`config.mk`:
```
export PLATFORM = sky130hd
export DESIGN_NAME = mem_stage_lsu_flat
export DESIGN_NICKNAME = d
export VERILOG_FILES = /design/src/rtl/mem_stage_lsu_if.sv /design/src/rtl/mem_stage_lsu.sv /design/src/flat_wrapper.sv
export SDC_FILE = /design/constraint.sdc
export NUM_CORES = 1
export LEC_CHECK = 0
export ABC_AREA = 1
export CAP_MARGIN = 5
export CORE_AREA = 2 2 170 172
export DETAILED_ROUTE_END_ITERATION = 10
export DIE_AREA = 0 0 172 174
export DONT_BUFFER_PORTS = 1
export PLACE_DENSITY = 0.7
export SLEW_MARGIN = 0
export SYNTH_ARGS = -nofsm -noshare
export SYNTH_HDL_FRONTEND = slang
export SYNTH_SLANG_ARGS = --single-unit
```
`constraint.sdc`:
```
create_clock -name clk -period 17.4 [get_ports clk]
set_input_delay 3.48 -clock clk [delete_from_list [all_inputs] [get_ports clk]]
set_output_delay 3.48 -clock clk [all_outputs]
set_load 0.05 [all_outputs]
```
`src/rtl/mem_stage_lsu_if.sv`:
```
// Data-memory port between the MEM-stage LSU (master) and data memory (slave):
// valid/ready request channel plus an rvalid read-response channel.
interface mem_stage_lsu_if #(
  parameter int ADDR_W = 64
);
  logic              req_valid;
  logic              req_ready;
  logic              we;
  logic [ADDR_W-1:0] addr;
  logic [63:0]       wdata;
  logic [7:0]        wstrb;
  logic              rvalid;
  logic [63:0]       rdata;

  modport master (
    output req_valid, we, addr, wdata, wstrb,
    input  req_ready, rvalid, rdata
  );

  modport slave (
    input  req_valid, we, addr, wdata, wstrb,
    output req_ready, rvalid, rdata
  );
endinterface

```
`src/rtl/mem_stage_lsu.sv`:
```
// MEM-stage load/store unit: issues one data-memory access per EX/MEM instruction,
// stalls the pipeline until it completes, and flags misaligned/illegal accesses.
module mem_stage_lsu #(
  parameter int ADDR_W = 64,
  parameter int CNT_W  = 32
) (
  input  logic              clk,
  input  logic              reset,
  input  logic [ADDR_W-1:0] i_alu_result,
  input  logic [63:0]       i_rs2_val,
  input  logic [2:0]        i_funct3,
  input  logic              i_mem_read,
  input  logic              i_mem_write,
  output logic              o_stall,
  output logic [63:0]       o_load_data,
  output logic              o_exc,
  output logic [CNT_W-1:0]  o_stall_cnt,
  mem_stage_lsu_if.master   dmem
);

  typedef enum logic [1:0] {IDLE, REQ, RESP, DONE} state_t;

  state_t            r_state;
  state_t            w_next;
  logic [ADDR_W-1:0] r_addr;
  logic [2:0]        r_funct3;
  logic              r_we;
  logic [63:0]       r_wdata;
  logic [7:0]        r_wstrb;
  logic [63:0]       r_load_data;
  logic [CNT_W-1:0]  r_stall_cnt;

  logic              w_access;
  logic              w_misalign;
  logic              w_illegal;
  logic              w_start;
  logic [2:0]        w_off;
  logic [7:0]        w_strb_base;
  logic [7:0]        w_wstrb;
  logic [63:0]       w_wdata;
  logic [63:0]       w_lane;
  logic [63:0]       w_load_ext;

  assign w_access = i_mem_read | i_mem_write;
  assign w_off    = i_alu_result[2:0];

  always_comb begin
    w_misalign = 1'b0;
    case (i_funct3[1:0])
      2'b01:   w_misalign = w_off[0];
      2'b10:   w_misalign = |w_off[1:0];
      2'b11:   w_misalign = |w_off;
      default: w_misalign = 1'b0;
    endcase
  end

  assign w_illegal = (i_mem_read & i_mem_write)
                   | (i_mem_read & (i_funct3 == 3'b111))
                   | (i_mem_write & i_funct3[2])
                   | w_misalign;
  assign o_exc   = (r_state == IDLE) & w_access & w_illegal;
  assign w_start = (r_state == IDLE) & w_access & ~w_illegal;

  always_comb begin
    w_strb_base = 8'h00;
    case (i_funct3[1:0])
      2'b00:   w_strb_base = 8'h01;
      2'b01:   w_strb_base = 8'h03;
      2'b10:   w_strb_base = 8'h0F;
      default: w_strb_base = 8'hFF;
    endcase
  end

  // Alignment is already guaranteed for a started access, so the shift never drops lanes.
  assign w_wstrb = i_mem_write ? (w_strb_base << w_off) : 8'h00;
  assign w_wdata = i_rs2_val << {w_off, 3'b000};

  assign w_lane = dmem.rdata >> {r_addr[2:0], 3'b000};

  always_comb begin
    w_load_ext = w_lane;
    case (r_funct3)
      3'b000:  w_load_ext = {{56{w_lane[7]}},  w_lane[7:0]};
      3'b001:  w_load_ext = {{48{w_lane[15]}}, w_lane[15:0]};
      3'b010:  w_load_ext = {{32{w_lane[31]}}, w_lane[31:0]};
      3'b100:  w_load_ext = {56'b0, w_lane[7:0]};
      3'b101:  w_load_ext = {48'b0, w_lane[15:0]};
      3'b110:  w_load_ext = {32'b0, w_lane[31:0]};
      default: w_load_ext = w_lane;
    endcase
  end

  always_comb begin
    w_next  = r_state;
    o_stall = 1'b0;
    case (r_state)
      IDLE: begin
        if (w_start) begin
          w_next  = REQ;
          o_stall = 1'b1;
        end
      end
      REQ: begin
        o_stall = 1'b1;
        if (dmem.req_ready) w_next = r_we ? DONE : RESP;
      end
      RESP: begin
        o_stall = 1'b1;
        if (dmem.rvalid) w_next = DONE;
      end
      default: w_next = IDLE;
    endcase
  end

  always_ff @(posedge clk or posedge reset) begin
    if (reset) begin
      r_state     <= IDLE;
      r_addr      <= '0;
      r_funct3    <= '0;
      r_we        <= 1'b0;
      r_wdata     <= '0;
      r_wstrb     <= '0;
      r_load_data <= '0;
      r_stall_cnt <= '0;
    end else begin
      r_state <= w_next;
      if (w_start) begin
        r_addr   <= i_alu_result;
        r_funct3 <= i_funct3;
        r_we     <= i_mem_write;
        r_wdata  <= w_wdata;
        r_wstrb  <= w_wstrb;
      end
      if ((r_state == RESP) && dmem.rvalid) r_load_data <= w_load_ext;
      if (o_stall) r_stall_cnt <= r_stall_cnt + CNT_W'(1);
    end
  end

  assign dmem.req_valid = (r_state == REQ);
  assign dmem.we        = r_we;
  assign dmem.addr      = {r_addr[ADDR_W-1:3], 3'b000};
  assign dmem.wdata     = r_wdata;
  assign dmem.wstrb     = r_wstrb;
  assign o_load_data    = r_load_data;
  assign o_stall_cnt    = r_stall_cnt;

endmodule

```
`src/flat_wrapper.sv`:
```
// flat-port wrapper written by rule: the top's interface ports become plain ports
module mem_stage_lsu_flat 
#(
  parameter int ADDR_W = 64,
  parameter int CNT_W  = 32
)
  (clk, reset, i_alu_result, i_rs2_val, i_funct3, i_mem_read, i_mem_write, o_stall, o_load_data, o_exc, o_stall_cnt, dmem_req_valid, dmem_we, dmem_addr, dmem_wdata, dmem_wstrb, dmem_req_ready, dmem_rvalid, dmem_rdata);
  mem_stage_lsu_if #(.ADDR_W(ADDR_W)) dmem_i ();
  input  logic clk;
  input  logic reset;
  input  logic [ADDR_W-1:0] i_alu_result;
  input  logic [63:0] i_rs2_val;
  input  logic [2:0] i_funct3;
  input  logic i_mem_read;
  input  logic i_mem_write;
  output logic o_stall;
  output logic [63:0] o_load_data;
  output logic o_exc;
  output logic [CNT_W-1:0] o_stall_cnt;
  output wire logic [$bits(dmem_i.req_valid)-1:0] dmem_req_valid;
  output wire logic [$bits(dmem_i.we)-1:0] dmem_we;
  output wire logic [$bits(dmem_i.addr)-1:0] dmem_addr;
  output wire logic [$bits(dmem_i.wdata)-1:0] dmem_wdata;
  output wire logic [$bits(dmem_i.wstrb)-1:0] dmem_wstrb;
  input wire logic [$bits(dmem_i.req_ready)-1:0] dmem_req_ready;
  input wire logic [$bits(dmem_i.rvalid)-1:0] dmem_rvalid;
  input wire logic [$bits(dmem_i.rdata)-1:0] dmem_rdata;
  assign dmem_req_valid = dmem_i.req_valid;
  assign dmem_we = dmem_i.we;
  assign dmem_addr = dmem_i.addr;
  assign dmem_wdata = dmem_i.wdata;
  assign dmem_wstrb = dmem_i.wstrb;
  assign dmem_i.req_ready = dmem_req_ready;
  assign dmem_i.rvalid = dmem_rvalid;
  assign dmem_i.rdata = dmem_rdata;
  mem_stage_lsu #(.ADDR_W(ADDR_W), .CNT_W(CNT_W)) u_core (.clk(clk), .reset(reset), .i_alu_result(i_alu_result), .i_rs2_val(i_rs2_val), .i_funct3(i_funct3), .i_mem_read(i_mem_read), .i_mem_write(i_mem_write), .o_stall(o_stall), .o_load_data(o_load_data), .o_exc(o_exc), .o_stall_cnt(o_stall_cnt), .dmem(dmem_i));
endmodule
```
==> results of run 1 <==
[worst paths after layout]
path	from	to	slack (ns)	cells past startpoint
min in group asynchronous	reset	u_core.r_addr[1]	2.97	1
worst max-delay path	i_alu_result[0]	o_stall	7.30	7
max in group asynchronous	reset	u_core.dmem.wdata[33]	12.38	3
worst min register to register	u_core.r_state[1]	u_core.r_state[1]	0.56	2
worst max register to register	u_core.r_state[1]	u_core.o_stall_cnt[9]	14.25	9
worst min-delay path	u_core.r_state[1]	u_core.r_state[1]	0.56	2
[cell type report]
type | instances | area, µm²
multi-input combinational | 1594 | 6930
tap | 384 | 480
inverter | 57 | 223
sequential | 238 | 5960
clock inverter | 9 | 146
timing repair buffer | 10 | 75.1
clock buffer | 38 | 777
fill | 2883 | 13600
[metrics by stage]
stage | power, mW | cell area (µm²)
after floorplan | 2.48 | 14200
after global placement | 2.57 | 13700
after detailed placement | 2.60 | 13700
after CTS | 3.20 | 14600
after global routing | 3.37 | 14600
final | 3.18 | 14600
[logic make-up (layout without fill, tap and decap cells)]
logic type,count (synthesis),in the layout,synth area share
and+or+nand+nor,1341,1341,0.383
buffers and inverters,245,114,0.0935
DFF,238,238,0.419
AOI/OAI and AO/OA,216,216,0.0809
xor gates and xnor gates,15,15,0.00925
muxes,14,14,0.00987
adders and majority gates,5,5,0.00440
other,1,3,0.000264
[sequential cells by signal, indices dropped and copies added, names as in the netlist]
| name | cells |
|---|---|
| u_core.dmem.wdata | 64 |
| u_core.o_load_data | 64 |
| u_core.r_addr | 64 |
| u_core.o_stall_cnt | 32 |
| u_core.dmem.wstrb | 8 |
| u_core.r_funct3 | 3 |
| u_core.r_state | 2 |
| u_core.dmem.we | 1 |
[layer usage]
layer | share of wire | GRT usage | vias up | wire length [µm]
li1 | - | - | 6228 | -
met1 | 0.39 | 0.351 | 6010 | 17300
met2 | 0.47 | 0.480 | 533 | 21000
met3 | 0.098 | 0.0961 | 100 | 4340
met4 | 0.037 | 0.107 | 0 | 1630
met5 | 0 | 0 | - | 0
[worst max-delay path, delay by kind of cell]
family	cells	cell delay, ns
AO/OA/AOI/OAI	1	0.17
buffers and inverters	2	0.98
AND/OR/NAND/NOR	4	1.95
[cells in the final DEF (no fill, tap or decap), types with 11 or more instances in the layout]
cell	synthesis	final
inv_1	49	47
a21oi_1	53	53
nor2_1	247	247
mux2i_1	14	14
dfrtp_1	238	237
clkbuf_16	0	27
nand3b_1	15	15
o21ai_1	18	18
nand2_1	862	862
o21ai_0	111	111
a31oi_1	11	11
nand3_1	189	189
[power by group through the flow]
stage | Clock, mW | Combinational (mW) | Sequential (mW)
2_1_floorplan | 0 | 1.06 | 1.42
3_3_place_gp | 0 | 0.832 | 1.74
3_5_place_dp | 0 | 0.856 | 1.74
4_1_cts | 0.606 | 0.858 | 1.73
5_1_grt | 0.630 | 0.985 | 1.76
6_report | 0.594 | 0.860 | 1.73
==> impl_metrics.yaml, run 1 <==
timing:
  finalWorstSetupSlack_ns: 7.30
  holdWs_ns: 0.556
  worst_slew_pin_slew_ns: 1.22
  skew_ns: 0.0143
  post-route-period-util: 0.580
  finalWorstPathRequiredPeriod_ns: 10.10
  maxSlewViolCount: 0
  maxSlewHeadroom: 0.190
  finalSetupViolCount: 0
  clock.fmax_mhz: 99.1
  rsz0062_at_grt: "no"
  setup_total_negative_slack_ns: 0
  timing.final.hold_violations: 0
cts:
  htree_num_levels: 1
  maximum_count_of_clock_buffers_along_a_single_path: 3
  worst_skew_pair.late_latency_ns: 0.55
  cts_root_buf: "clkbuf_16"
  postCtsSetupBuffers: 0
  tritoncts.num_buffers: 27
  cts_resized: 0
  cts_hold_repair_buffers: 0
  worst_setup_hold_path_clk_slew_ns: 0.06
  numClockSinks: 238
  tritoncts: "yes"
worst_setup_path:
  timing.critical_path.to_type: "primary output"
  crit_fanout: 74
  timing.critical_path.arrival_ns: 6.62
  required_ns: 13.92
  slowest_delay_ns: 0.73
  timing.critical_path.cells: "inv_2, o21ai_1, nand3_1, nand3_4, nand2_2, nand2_2, inv_1"
  most_numerous_cell_on_the_critical_path: "nand2_2"
  critPathKind: "primary input to primary output"
  crit_slowest_cell: "nand2_2"
  setup.worst_path.start_class: "primary input"
placed_design:
  post-place-ws_ns: 7.30
  place.detailed.hpwl_um: 31400
  io_buffers: 0
  dp.cells: 2283
  place.gp.congestion: 0.928
detailed_routing:
  dr_total_vias: 12871
  detail_route.drc_violations: 0
  routedWlPerCell_um: 19.0
  detailedRoute.firstIterationViolations: 1044
  finalWirelength_um: 44200
  ant_nets: 0
  routed_via_density: 5.52
  drt_pre_antenna_iters: 5
floorplan:
  die_w_um: 172
  floorplan.core_area_mm2: 0.0282
  placementRows: 62
  die_height_um: 174
  floorplan.io_pins: 437
  floorplan.initialDensity: 0.503
  floorplan.die_area_mm2: 0.0299
power_and_ir_drop:
  comb_power_share: 0.270
  ir_drop_uv: 141
  leak_pwr_nw: 7.24
  power-per-cell-area_mw_per_mm2: 218
  intPower_mw: 1.38
  share_clk_of_total_power: 0.187
  switching_component_of_the_power_mw: 1.81
  p_sw_frac: 0.567
  power.share.sequential: 0.543
synth:
  synth_top_cell_by_area: "dfrtp_1"
  synth-warning-count: 0
  syn-cell-area_mm2: 0.0142
  synthTopCellsByCount: "nand2_1, nor2_1, dfrtp_1"
  ff_latch_count_synth: 238
  synth.most_common_cell: "nand2_1"
  synth_edf_count: 0
  synth.area.top_cells: "dfrtp_1, nand2_1, nand3_1, nor2_1, buf_4"
  synth_top_flop_cell: "dfrtp_1"
  asr_flop_ratio_synth: 1.00
  synth.avg_cell_area_um2: 6.84
  syn-instance-count: 2075
  part_of_the_yosys_area_used_for_sequential_elements: 0.419
  ys_types: 38
  synthDominantCellAreaShare: 0.419
cells_and_area:
  numnets_final: 2134
  final_layout_size_suffix_gt1_frac: 0.0411
  post_layout_utilization_of_the_core: 0.517
  syn2layout_area_growth_pct: 2.75
  final_cell_count_no_fill: 2330
  antenna_cells: 0
global_route:
  grt.overflow.total: 0
  pin_count_of_the_biggest_net_entering_global_routing: 121
  grt_pass1_vias: 12431
  grt.total_usage: 0.290
  grt_antenna_before_repair: 0
  grt_pass1_wl_um: 68900
outcome:
  outcome: "complete, no violations"
job:
  max_cap_violations: 0
hold_path:
  min_path_type: "flop to flop"
(Power assumes the default switching activity.)
==> inputs of run 2 (changes only) <==
- clock period: 17.4 -> 9.4 ns (I/O delays scaled with it)
==> run 2 against run 1 <==
Compared with the run above:
- clock power is 80% higher
- worst setup slack worse by 4.4 ns
- largest power group unchanged
- register-to-register slack worse by 8.4 ns
- critical endpoint unchanged
- design area hardly changed
- routed wire length is 0.82% lower
- sequential cell count stayed put
- core utilization hardly changed
- worst hold slack worse by 0.011 ns
- combinational power is 85% higher
- clock skew is 0.0047 ns higher
- via count is 0.52% lower
- critical path type unchanged
- non-clock buffer count is 1 higher
==> impl_metrics.yaml, run 2 (same netlist as run 1, synthesis figures left out) <==
cts:
  cts_hold_repair_buffers: 0
  maximum_count_of_clock_buffers_along_a_single_path: 3
  htree_num_levels: 1
  postCtsSetupBuffers: 0
  numClockSinks: 238
  cts_root_buf: "clkbuf_16"
  worst_skew_pair.late_latency_ns: 0.55
  tritoncts.num_buffers: 27
  cts_resized: 0
  tritoncts: "yes"
  worst_setup_hold_path_clk_slew_ns: 0.06
detailed_routing:
  ant_nets: 0
  drt_pre_antenna_iters: 5
  detail_route.drc_violations: 0
  dr_total_vias: 12804
  routed_via_density: 5.49
  routedWlPerCell_um: 18.8
  detailedRoute.firstIterationViolations: 1093
  finalWirelength_um: 43900
worst_setup_path:
  reg2regPathDepth: 10
  setup.worst_path.start_class: "primary input"
  timing.critical_path.arrival_ns: 4.61
  r2r-start: "u_core.r_state[0]"
  crit-reg2reg-capture: "u_core.dmem.wdata[41]"
  rrSetupSlack_ns: 5.82
  critPathKind: "primary input to primary output"
  timing.critical_path.to_type: "primary output"
  crit_fanout: 72
  required_ns: 7.52
timing:
  post-route-period-util: 0.690
  skew_ns: 0.0189
  timing.final.hold_violations: 0
  rsz0062_at_grt: "no"
  holdWs_ns: 0.544
  worst_slew_pin_slew_ns: 1.07
  finalWorstPathRequiredPeriod_ns: 6.49
  maxSlewViolCount: 0
  maxSlewHeadroom: 0.283
  finalWorstSetupSlack_ns: 2.91
  clock.fmax_mhz: 154
  finalSetupViolCount: 0
  setup_total_negative_slack_ns: 0
placed_design:
  place.detailed.hpwl_um: 31600
  place_area_mm2: 0.0137
  place.gp.congestion: 0.984
  io_buffers: 0
  post-place-ws_ns: 2.91
floorplan:
  floorplan.io_pins: 437
  floorplan.die_area_mm2: 0.0299
  die_w_um: 172
  floorplan.core_area_mm2: 0.0282
  floorplan.initialDensity: 0.503
  die_height_um: 174
  placementRows: 62
power_and_ir_drop:
  ir_drop_uv: 229
  leak_pwr_nw: 7.24
  power-per-cell-area_mw_per_mm2: 402
global_route:
  grt.overflow.total: 0
  grt_pass1_vias: 12213
  grt_antenna_before_repair: 0
  grt_pass1_wl_um: 67800
  pin_count_of_the_biggest_net_entering_global_routing: 108
  grt.total_usage: 0.285
cells_and_area:
  n_fill_cell: 2870
  layout.cells.most_common: "nand2_1"
  syn2layout_area_growth_pct: 2.76
  numnets_final: 2135
  layout_common_cells: "nand2_1, nor2_1, dfrtp_1"
  post_layout_utilization_of_the_core: 0.517
  regArea_mm2: 0.00596
  final_layout_size_suffix_gt1_frac: 0.0441
  area_used_by_multi_input_combinational_logic_mm2: 0.00693
  antenna_cells: 0
  post-route-cell-area_mm2: 0.0146
hold_path:
  worstHoldPathCells: 2
  holdPathEnd: "u_core.r_state[0]"
  min_from: "u_core.r_state[0]"
  min_path_type: "flop to flop"
job:
  max_cap_violations: 0
outcome:
  outcome: "complete, no violations"
[run 2: cell count changes in the layout (fill, tap and decap cells not counted)]
cell / before / now
clkinv_2: 3 / 7
inv_6: 1 / 0
clkinvlp_4: 0 / 4
inv_8: 1 / 2
buf_4: 10 / 11
clkinv_4: 2 / 0
bufinv_16: 3 / 2
clkbuf_1: 5 / 2
[run 2: worst max-delay path by stage]
stage                                 endpoint  slack (ns)             from  depth (start not counted)
after floorplan           u_core.dmem.wdata[0]        0.99            reset                          1
after global placement                 o_stall        2.94  i_alu_result[1]                          7
after detailed placement               o_stall        2.91  i_alu_result[1]                          7
after CTS                              o_stall        2.91  i_alu_result[1]                          7
after global routing                   o_stall        2.66  i_alu_result[1]                          7
final                                  o_stall        2.91  i_alu_result[1]                          7
[run 2: routing by layer]
layer	routed length, µm	vias to the layer above	part of all wire	track usage
met5	0	-	0	0
met4	1700	0	0.039	0.104
met3	4350	105	0.099	0.102
met2	20900	529	0.48	0.478
met1	16900	5931	0.39	0.336
li1	-	6239	-	-
[run 2: final cells by class]
class,count,share of cell area
multi-input cells,1594,0.475
flip-flops and latches,238,0.408
clock buffers,35,0.0525
well taps,384,0.0329
inverters,57,0.0153
clock inverters,14,0.0104
repair buffers,11,0.00566
[run 2: metrics by stage]
step                cells  power (mW)
finish               2333        5.86
global route         2333        6.21
CTS                  2333        5.89
detailed placement   2284        4.81
global placement     2284        4.76
floorplan            2077        4.59
[run 2: worst max-delay path, stage by stage]
cell     delay (ns)
inv_2          0.75
o21ai_1        0.11
nand3_1        0.19
nand3_4        0.11
nand2_2        0.47
nand2_2        0.53
inv_1          0.53
[run 2: power by group]
part / internal [mW] / switching, mW
Combinational: 0.480 / 1.11
Clock: 0.634 / 0.437
Sequential: 1.41 / 1.79
Total: 2.53 / 3.34
==> inputs of run 3 (changes only) <==
- PLACE_DENSITY: 0.7 -> 0.72
- clock period: 9.4 -> 5.3 ns (I/O delays scaled with it)
==> run 3 against run 2 <==
Compared with the run above:
- sequential share of layout area decreased by 0.20 points
- routed wire length decreased by 0.16%
- sequential cell count unchanged
- via count increased by 1.3%
- combinational power increased by 79%
- core utilization increased by 0.25 points
- critical endpoint unchanged
- highest routed layer unchanged
==> impl_metrics.yaml, run 3 (same netlist as run 1, synthesis figures left out) <==
outcome:
  outcome: "complete, no violations"
timing:
  rsz0062_at_grt: "no"
  worst_slew_pin_slew_ns: 1.07
  post-route-period-util: 0.767
  maxSlewHeadroom: 0.283
  clock.fmax_mhz: 246
  finalSetupViolCount: 0
  maxSlewViolCount: 0
  finalWorstPathRequiredPeriod_ns: 4.06
  setup_total_negative_slack_ns: 0
  skew_ns: 0.0123
  holdWs_ns: 0.540
  timing.final.hold_violations: 0
global_route:
  pin_count_of_the_biggest_net_entering_global_routing: 102
  grt.overflow.total: 0
  grt_pass1_vias: 12408
  grt_antenna_before_repair: 0
  grt_pass1_wl_um: 67700
  grt.total_usage: 0.286
worst_setup_path:
  timing.critical_path.arrival_ns: 3.00
  setup.worst_path.start_class: "primary input"
  rrSetupSlack_ns: 2.02
  reg2regPathDepth: 10
  timing.critical_path.to_type: "primary output"
  r2r-start: "u_core.r_state[0]"
  crit-reg2reg-capture: "u_core.dmem.wdata[41]"
  critPathKind: "primary input to primary output"
  required_ns: 4.24
  crit_fanout: 74
detailed_routing:
  routed_via_density: 5.55
  wl_met2_um: 21000
  wl_met3_um: 4440
  detail_route.drc_violations: 0
  finalWirelength_um: 43800
  drt_pre_antenna_iters: 5
  routedWlPerCell_um: 18.7
  detailedRoute.firstIterationViolations: 965
  routed_length_on_met1_um: 16800
  ant_nets: 0
  uppermost_layer_routed: "met4"
  dr_total_vias: 12976
power_and_ir_drop:
  intPower_mw: 4.54
  ir_drop_uv: 454
  leak_pwr_nw: 7.26
  switching_component_of_the_power_mw: 5.96
  power.share.sequential: 0.542
  power-per-cell-area_mw_per_mm2: 716
  share_clk_of_total_power: 0.186
  comb_power_share: 0.272
  p_sw_frac: 0.568
placed_design:
  place.gp.congestion: 0.919
  io_buffers: 0
  place.detailed.hpwl_um: 31000
  place_area_mm2: 0.0137
cells_and_area:
  final_layout_size_suffix_gt1_frac: 0.0461
  post-route-cell-area_mm2: 0.0147
  post_layout_utilization_of_the_core: 0.519
  antenna_cells: 0
  numnets_final: 2140
  n_fill_cell: 2880
  layout.cells.most_common: "nand2_1"
  layout_common_cells: "nand2_1, nor2_1, dfrtp_1"
  syn2layout_area_growth_pct: 3.26
floorplan:
  floorplan.io_pins: 437
  floorplan.die_area_mm2: 0.0299
  placementRows: 62
  die_height_um: 174
  floorplan.core_area_mm2: 0.0282
  die_w_um: 172
  floorplan.initialDensity: 0.503
cts:
  worst_skew_pair.late_latency_ns: 0.55
  numClockSinks: 238
  cts_root_buf: "clkbuf_16"
  cts_resized: 0
  worst_setup_hold_path_clk_slew_ns: 0.07
  postCtsSetupBuffers: 0
  htree_num_levels: 1
  tritoncts.num_buffers: 27
  maximum_count_of_clock_buffers_along_a_single_path: 3
  tritoncts: "yes"
  cts_hold_repair_buffers: 0
hold_path:
  holdPathEnd: "u_core.r_state[1]"
  worstHoldPathCells: 2
  min_from: "u_core.r_state[1]"
  min_path_type: "flop to flop"
job:
  max_cap_violations: 0
-- run 3: cell types whose count changed in the layout (fill, tap and decap cells not counted), sizes merged --
cell,previous run,this run
inv,57,56
clkinvlp,4,6
bufinv,2,4
clkbuf,35,30
buf,11,16
clkinv,8,9
-- run 3: routing by layer --
metal	vias to the layer above	GRT usage
met3	96	0.0938
met1	6086	0.341
met2	554	0.482
li1	6240	-
met4	0	0.0973
met5	-	0
-- run 3: worst max path at each step --
stage	from	endpoint	slack, ns	cells after the start
floorplan	reset	u_core.dmem.wdata[0]	1.12	1
global placement	i_alu_result[0]	o_stall	1.33	9
detailed placement	i_alu_result[0]	o_stall	1.27	9
CTS	i_alu_result[0]	o_stall	1.27	9
global route	i_alu_result[0]	o_stall	1.06	9
finish	i_alu_result[0]	o_stall	1.24	9
-- run 3: critical path, stage by stage --
cell	delay (ns)
nor2_4	0.30
a21oi_1	0.13
nor2_2	0.19
nand3_4	0.10
nand2_2	0.06
buf_4	0.31
nand2_2	0.43
inv_1	0.16
buf_4	0.21
-- run 3: stage by stage --
step | setup slack, ns | power (mW) | cells
finish | 1.24 | 10.5 | 2337
global route | 1.06 | 11.1 | 2337
CTS | 1.27 | 10.5 | 2337
detailed placement | 1.27 | 8.56 | 2289
global placement | 1.33 | 8.47 | 2289
floorplan | 1.12 | 8.14 | 2077
-- run 3: layout make-up --
class	instances	area [µm²]	area share
Timing Repair Buffer	16	145	0.00990
Multi-Input combinational cell	1594	6930	0.473
Sequential cell	238	5960	0.406
Clock buffer	30	697	0.0475
Tap cell	384	480	0.0328
Clock inverter	18	233	0.0159
Inverter	57	219	0.0149
-- run 3: power by group through the flow --
stage | clock (mW) | sequential, mW | combinational [mW]
global placement | 0 | 5.72 | 2.75
floorplan | 0 | 4.66 | 3.48
global route | 2.08 | 5.79 | 3.25
detailed placement | 0 | 5.72 | 2.83
finish | 1.96 | 5.69 | 2.85
CTS | 2.00 | 5.70 | 2.84
